## src/rtl/serial_add_ctrl.sv

```systemverilog
// serial_add_ctrl
//   Bit-serial adder sequencer. It uses one external 1-bit full adder to add
//   two WIDTH-bit operands, one bit per clock, starting at the LSB. Operands
//   arrive on a valid/ready input handshake. The result comes back on a
//   valid/ready output handshake as sum, carry-out and signed overflow.
//
// Ports
//   clk, n_rst          : rising-edge clock, asynchronous active-low reset
//   in_valid/in_ready   : operand handshake (op_a, op_b, op_cin)
//   fa_a/fa_b/fa_cin    : drive the external full adder (forced to 0 outside RUN)
//   fa_sum/fa_cout      : outputs returned by the external full adder
//   out_valid/out_ready : result handshake (sum_out, cout_out, ovf_out)
//   busy                : high while an operation is in RUN or DONE
module serial_add_ctrl #(
  parameter int WIDTH = 8
) (
  input  logic             clk,
  input  logic             n_rst,
  input  logic             in_valid,
  output logic             in_ready,
  input  logic [WIDTH-1:0] op_a,
  input  logic [WIDTH-1:0] op_b,
  input  logic             op_cin,
  output logic             fa_a,
  output logic             fa_b,
  output logic             fa_cin,
  input  logic             fa_sum,
  input  logic             fa_cout,
  output logic             out_valid,
  input  logic             out_ready,
  output logic [WIDTH-1:0] sum_out,
  output logic             cout_out,
  output logic             ovf_out,
  output logic             busy
);

  localparam int CNT_W = (WIDTH > 1) ? $clog2(WIDTH) : 1;
  localparam logic [CNT_W-1:0] LAST_BIT = CNT_W'(WIDTH - 1);

  typedef enum logic [1:0] {
    IDLE = 2'd0,
    RUN  = 2'd1,
    DONE = 2'd2
  } state_t;

  state_t           state_q, state_d;
  logic [WIDTH-1:0] a_sh_q, a_sh_d;
  logic [WIDTH-1:0] b_sh_q, b_sh_d;
  logic [WIDTH-1:0] s_sh_q, s_sh_d;
  logic             carry_q, carry_d;
  logic [CNT_W-1:0] cnt_q, cnt_d;
  logic             ovf_q, ovf_d;

  always_comb begin
    state_d = state_q;
    a_sh_d  = a_sh_q;
    b_sh_d  = b_sh_q;
    s_sh_d  = s_sh_q;
    carry_d = carry_q;
    cnt_d   = cnt_q;
    ovf_d   = ovf_q;
    unique case (state_q)
      IDLE: begin
        if (in_valid) begin
          a_sh_d  = op_a;
          b_sh_d  = op_b;
          carry_d = op_cin;
          cnt_d   = '0;
          state_d = RUN;
        end
      end
      RUN: begin
        // The sum bits enter at the MSB. After WIDTH shifts, bit 0 of the
        // operands has reached s_sh[0].
        s_sh_d  = {fa_sum, s_sh_q[WIDTH-1:1]};
        a_sh_d  = a_sh_q >> 1;
        b_sh_d  = b_sh_q >> 1;
        carry_d = fa_cout;
        cnt_d   = cnt_q + CNT_W'(1);
        if (cnt_q == LAST_BIT) begin
          // On the MSB cycle, carry_q is the carry into the MSB and fa_cout
          // is the carry out of it.
          ovf_d   = fa_cout ^ carry_q;
          state_d = DONE;
        end
      end
      DONE: begin
        if (out_ready) state_d = IDLE;
      end
      default: state_d = IDLE;
    endcase
  end

  always_ff @(posedge clk or negedge n_rst) begin
    if (!n_rst) begin
      state_q <= IDLE;
      a_sh_q  <= '0;
      b_sh_q  <= '0;
      s_sh_q  <= '0;
      carry_q <= 1'b0;
      cnt_q   <= '0;
      ovf_q   <= 1'b0;
    end else begin
      state_q <= state_d;
      a_sh_q  <= a_sh_d;
      b_sh_q  <= b_sh_d;
      s_sh_q  <= s_sh_d;
      carry_q <= carry_d;
      cnt_q   <= cnt_d;
      ovf_q   <= ovf_d;
    end
  end

  // Handshake outputs decode only the state register. They have no path
  // from in_valid or out_ready.
  assign in_ready  = (state_q == IDLE);
  assign out_valid = (state_q == DONE);
  assign busy      = (state_q == RUN) || (state_q == DONE);

  assign fa_a   = (state_q == RUN) & a_sh_q[0];
  assign fa_b   = (state_q == RUN) & b_sh_q[0];
  assign fa_cin = (state_q == RUN) & carry_q;

  assign sum_out  = s_sh_q;
  assign cout_out = carry_q;
  assign ovf_out  = ovf_q;

endmodule
```

## config.mk

```make
export PLATFORM = sky130hd
export DESIGN_NAME = serial_add_ctrl
export DESIGN_NICKNAME = d
export VERILOG_FILES = /design/src/rtl/serial_add_ctrl.sv
export SDC_FILE = /design/constraint.sdc
export NUM_CORES = 1
export LEC_CHECK = 0
export ABC_CLOCK_PERIOD_IN_PS = 1500
export BUFFER_PORTS_ARGS = -buffer_cell sky130_fd_sc_hd__buf_2
export CELL_PAD_IN_SITES_DETAIL_PLACEMENT = 0
export CELL_PAD_IN_SITES_GLOBAL_PLACEMENT = 1
export CORE_ASPECT_RATIO = 0.75
export CORE_MARGIN = 2
export CORE_UTILIZATION = 36
export CTS_CLUSTER_DIAMETER = 60
export DETAILED_ROUTE_END_ITERATION = 8
export GPL_TIMING_DRIVEN = 0
export HOLD_SLACK_MARGIN = 0.03
export PLACE_DENSITY = 0.82
export SLEW_MARGIN = 40
export SYNTH_ARGS = -nofsm -noshare
export SYNTH_HDL_FRONTEND = slang
export SYNTH_SLANG_ARGS = --single-unit
```

## constraint.sdc

```tcl
create_clock -name clk -period 1.5 [get_ports clk]
set_input_delay 0.3 -clock clk [delete_from_list [all_inputs] [get_ports clk]]
set_output_delay 0.3 -clock clk [all_outputs]
set_load 0.03 [all_outputs]
```

==> flow_metrics.env <==
export IMPL_status="finished with violations"
export IMPL_violations="setup timing"
export IMPL_finalSetupViolations=12
export IMPL_intPower_mw=3.14
export IMPL_initial_core_util=0.386
export IMPL_ys_dominant_reg_cell="dfrtp_1"
export IMPL_slew_headroom=0.550
export IMPL_p_comb_frac=0.575
export IMPL_synth_area_um2=1450
export IMPL_path_class="reg2out"
export IMPL_final_layout_size_suffix_gt1_frac=0.492
export IMPL_fin_ws_ns=-0.0588
export IMPL_r2r_end="cout_out$_DFFE_PN0P_"
export IMPL_yosysUniqueCellTypes=20
export IMPL_synthTopCellsByArea="dfrtp_1 53%, mux2i_1 10%, mux2_2 7.0%"
export IMPL_yosysTopAreaCell="dfrtp_1"
export IMPL_async_flop_share=1.00
export IMPL_avgRoutedWirePerCell_um=13.2
export IMPL_io_buffers=38
export IMPL_synth_simple_area_share=0.0810
export IMPL_hp_class="in2async"
export IMPL_ys_seq_area_frac=0.534
export IMPL_cts_buffer_depth=2
export IMPL_gp_congestion=0.806
export IMPL_rrSetupSlack_ns=-0.01
export IMPL_antenna_found_initial=0
export IMPL_finalCritPeriodShare=1.04
export IMPL_cts_sinks=31
export IMPL_grt_usage=0.153
export IMPL_drc_errors=0
export IMPL_finalSetupTns_ns=-0.235
export IMPL_finalNetCount=210
export IMPL_ir_drop_mv=1.34
export IMPL_power_leakage_nw=0.987
export IMPL_gr_total_overflow=0
export IMPL_critPathCaptureType="output port"
export IMPL_grt_setup_unrepaired="yes"
export IMPL_fin_crit_ns=1.56
export IMPL_synth_most_common_cell="dfrtp_1"
export IMPL_num_rows=19
export IMPL_crit_path_max_fanout=4
export IMPL_clock_skew_ns=0.00627
export IMPL_r2r_cells=8
export IMPL_io_pins=39
export IMPL_hpwl_um=2120
export IMPL_seqPwrFrac=0.289
export IMPL_cap_violations=0
export IMPL_p_sw_mw=2.03
export IMPL_synth_mux_area_frac=0.183
export IMPL_synth_compound_area_frac=0.108
export IMPL_cts_tree="built"
export IMPL_reg2reg_from="state_q[1]$_DFFE_PN0P_"
export IMPL_synth_edf_count=0
export IMPL_hold_viol=0
export IMPL_ys_seq_elements=31
export IMPL_clk_latency_ns=0.28
export IMPL_core_um2=3760
export IMPL_die_w_um=77.3
export IMPL_synth_cells=125
export IMPL_clk_pin_slew_worst_paths_ns=0.06
export IMPL_synth_top_family_by_area="multiplexers"
export IMPL_grt_pass1_vias=1145
export IMPL_die_h_um=59.0
export IMPL_slew_viol_final=0
export IMPL_power_mw=5.17
export IMPL_root_buffer="clkbuf_8"
export IMPL_ys_warnings_count=0
export IMPL_grt_max_degree=32
export IMPL_ant_nets=0
export IMPL_synth_nets=153
export IMPL_clockPowerShare=0.136
export IMPL_synth_top_cell_area_share=0.534
export IMPL_tightestPinTransition_ns=0.676
export IMPL_synthAdderAreaFrac=0.0431
export IMPL_dr_pass1_iters=3
export IMPL_dr_total_vias=1141
export IMPL_cts_htree_levels=2
export IMPL_synth_xor_area_share=0.00603
export IMPL_p_per_area_nw_per_um2=2520
export IMPL_switching_share=0.392
export IMPL_drt_iter0_markers=51
export IMPL_vias_per_cell=4.86
export IMPL_synth_commonest_cells="31 x dfrtp_1, 18 x nand2_1, 15 x mux2i_1, 14 x o21ai_1, 9 x mux2_2"
export IMPL_startpoint_type="flip-flop"
export IMPL_drt_wl_total_um=3090
export IMPL_die_area_um2=4560
export IMPL_fmax_mhz=642
export IMPL_num_antenna_cells=0
export IMPL_numCtsBuffers=5
export IMPL_synthToLayoutAreaGrowth_pct=41.6
export IMPL_grt_pass1_wl_um=5260
export IMPL_cp_arrival_ns=1.26
export IMPL_synth_area_per_cell_um2=11.6
export IMPL_required_ns=1.20
worst max path at each step:
stage	startpoint	to	slack, ns
3_5_place_dp	state_q[1]$_DFFE_PN0P_	fa_b	-0.25
4_1_cts	state_q[1]$_DFFE_PN0P_	fa_b	-0.15
5_1_grt	state_q[1]$_DFFE_PN0P_	fa_a	-0.11
3_3_place_gp	state_q[1]$_DFFE_PN0P_	fa_a	-0.21
6_report	state_q[1]$_DFFE_PN0P_	fa_cin	-0.06
2_1_floorplan	state_q[1]$_DFFE_PN0P_	fa_a	-0.004
cell type report:
type,instances,area (µm²)
fill,356,1700
sequential,31,776
multi-input combinational,84,687
timing repair buffer,51,334
clock buffer,8,100
buffer,6,80.1
tap,52,65.1
inverter,3,13.8
power by group through the flow:
stage / registers, mW / clock network (mW) / logic (mW)
4_1_cts: 1.50 / 0.729 / 3.06
6_report: 1.49 / 0.705 / 2.97
3_5_place_dp: 1.49 / 0 / 2.29
3_3_place_gp: 1.46 / 0 / 2.22
2_1_floorplan: 1.70 / 0 / 1.55
5_1_grt: 1.55 / 0.767 / 3.22
metrics by stage:
stage           util  cell area (µm²)  hold WS, ns  worst slack, ns  cells
2_1_floorplan      -             1480      0.00441         -0.00424    125
3_3_place_gp   0.462             1730        0.372           -0.207    215
3_5_place_dp   0.462             1730        0.385           -0.249    215
4_1_cts        0.553             2080       0.0788           -0.152    237
5_1_grt        0.547             2060        0.113           -0.107    235
6_report       0.547             2060       0.0597          -0.0588    235
worst max-delay path: stages (launching register included):
cell     delay, ns
dfrtp_1       0.40
inv_2         0.08
ha_4          0.15
buf_8         0.10
and2_4        0.13
buf_6         0.12
cells in the final DEF (no fill, tap or decap), drive strengths merged:
cell,netlist,final
a31oi,5,5
a32o,2,2
nand2b,2,2
o211ai,1,1
mux2i,16,16
o31ai,1,1
nand2,18,18
ha,5,5
o21ai,17,17
a21oi,1,1
clkbuf,0,8
nor2b,3,3
and2,3,3
xnor2,1,1
dfrtp,31,31
inv,3,3
mux2,9,9
buf,7,57
what timing repair did:
item,CTS,global route
cloned,3,0
hold buffers,0,0
pin swaps,13,2
resized for setup,47,1
buffers inserted,11,0
setup endpoints to repair,28,33
per-layer routing:
metal / up-vias / track usage / wire [µm]
li1: 555 / - / -
met1: 546 / 0.199 / 1490
met2: 34 / 0.231 / 1330
met3: 6 / 0.0579 / 216
met4: 0 / 0.0689 / 52
met5: - / 0 / 0
state kept, by name (all words and copies together) (netlist names):
name and count:
a_sh_q 8, b_sh_q 8, sum_out 8, ovf_out 1, state_q 2, cnt_q 3
cout_out 1
cell families after synthesis:
| family | count (synthesis) |
|---|---|
| buffers and inverters | 10 |
| DFF | 31 |
| AOI/OAI and AO/OA | 27 |
| and+or+nand+nor | 26 |
| adders and majority gates | 5 |
| muxes | 25 |
| xor gates and xnor gates | 1 |
(Power assumes the default switching activity.)
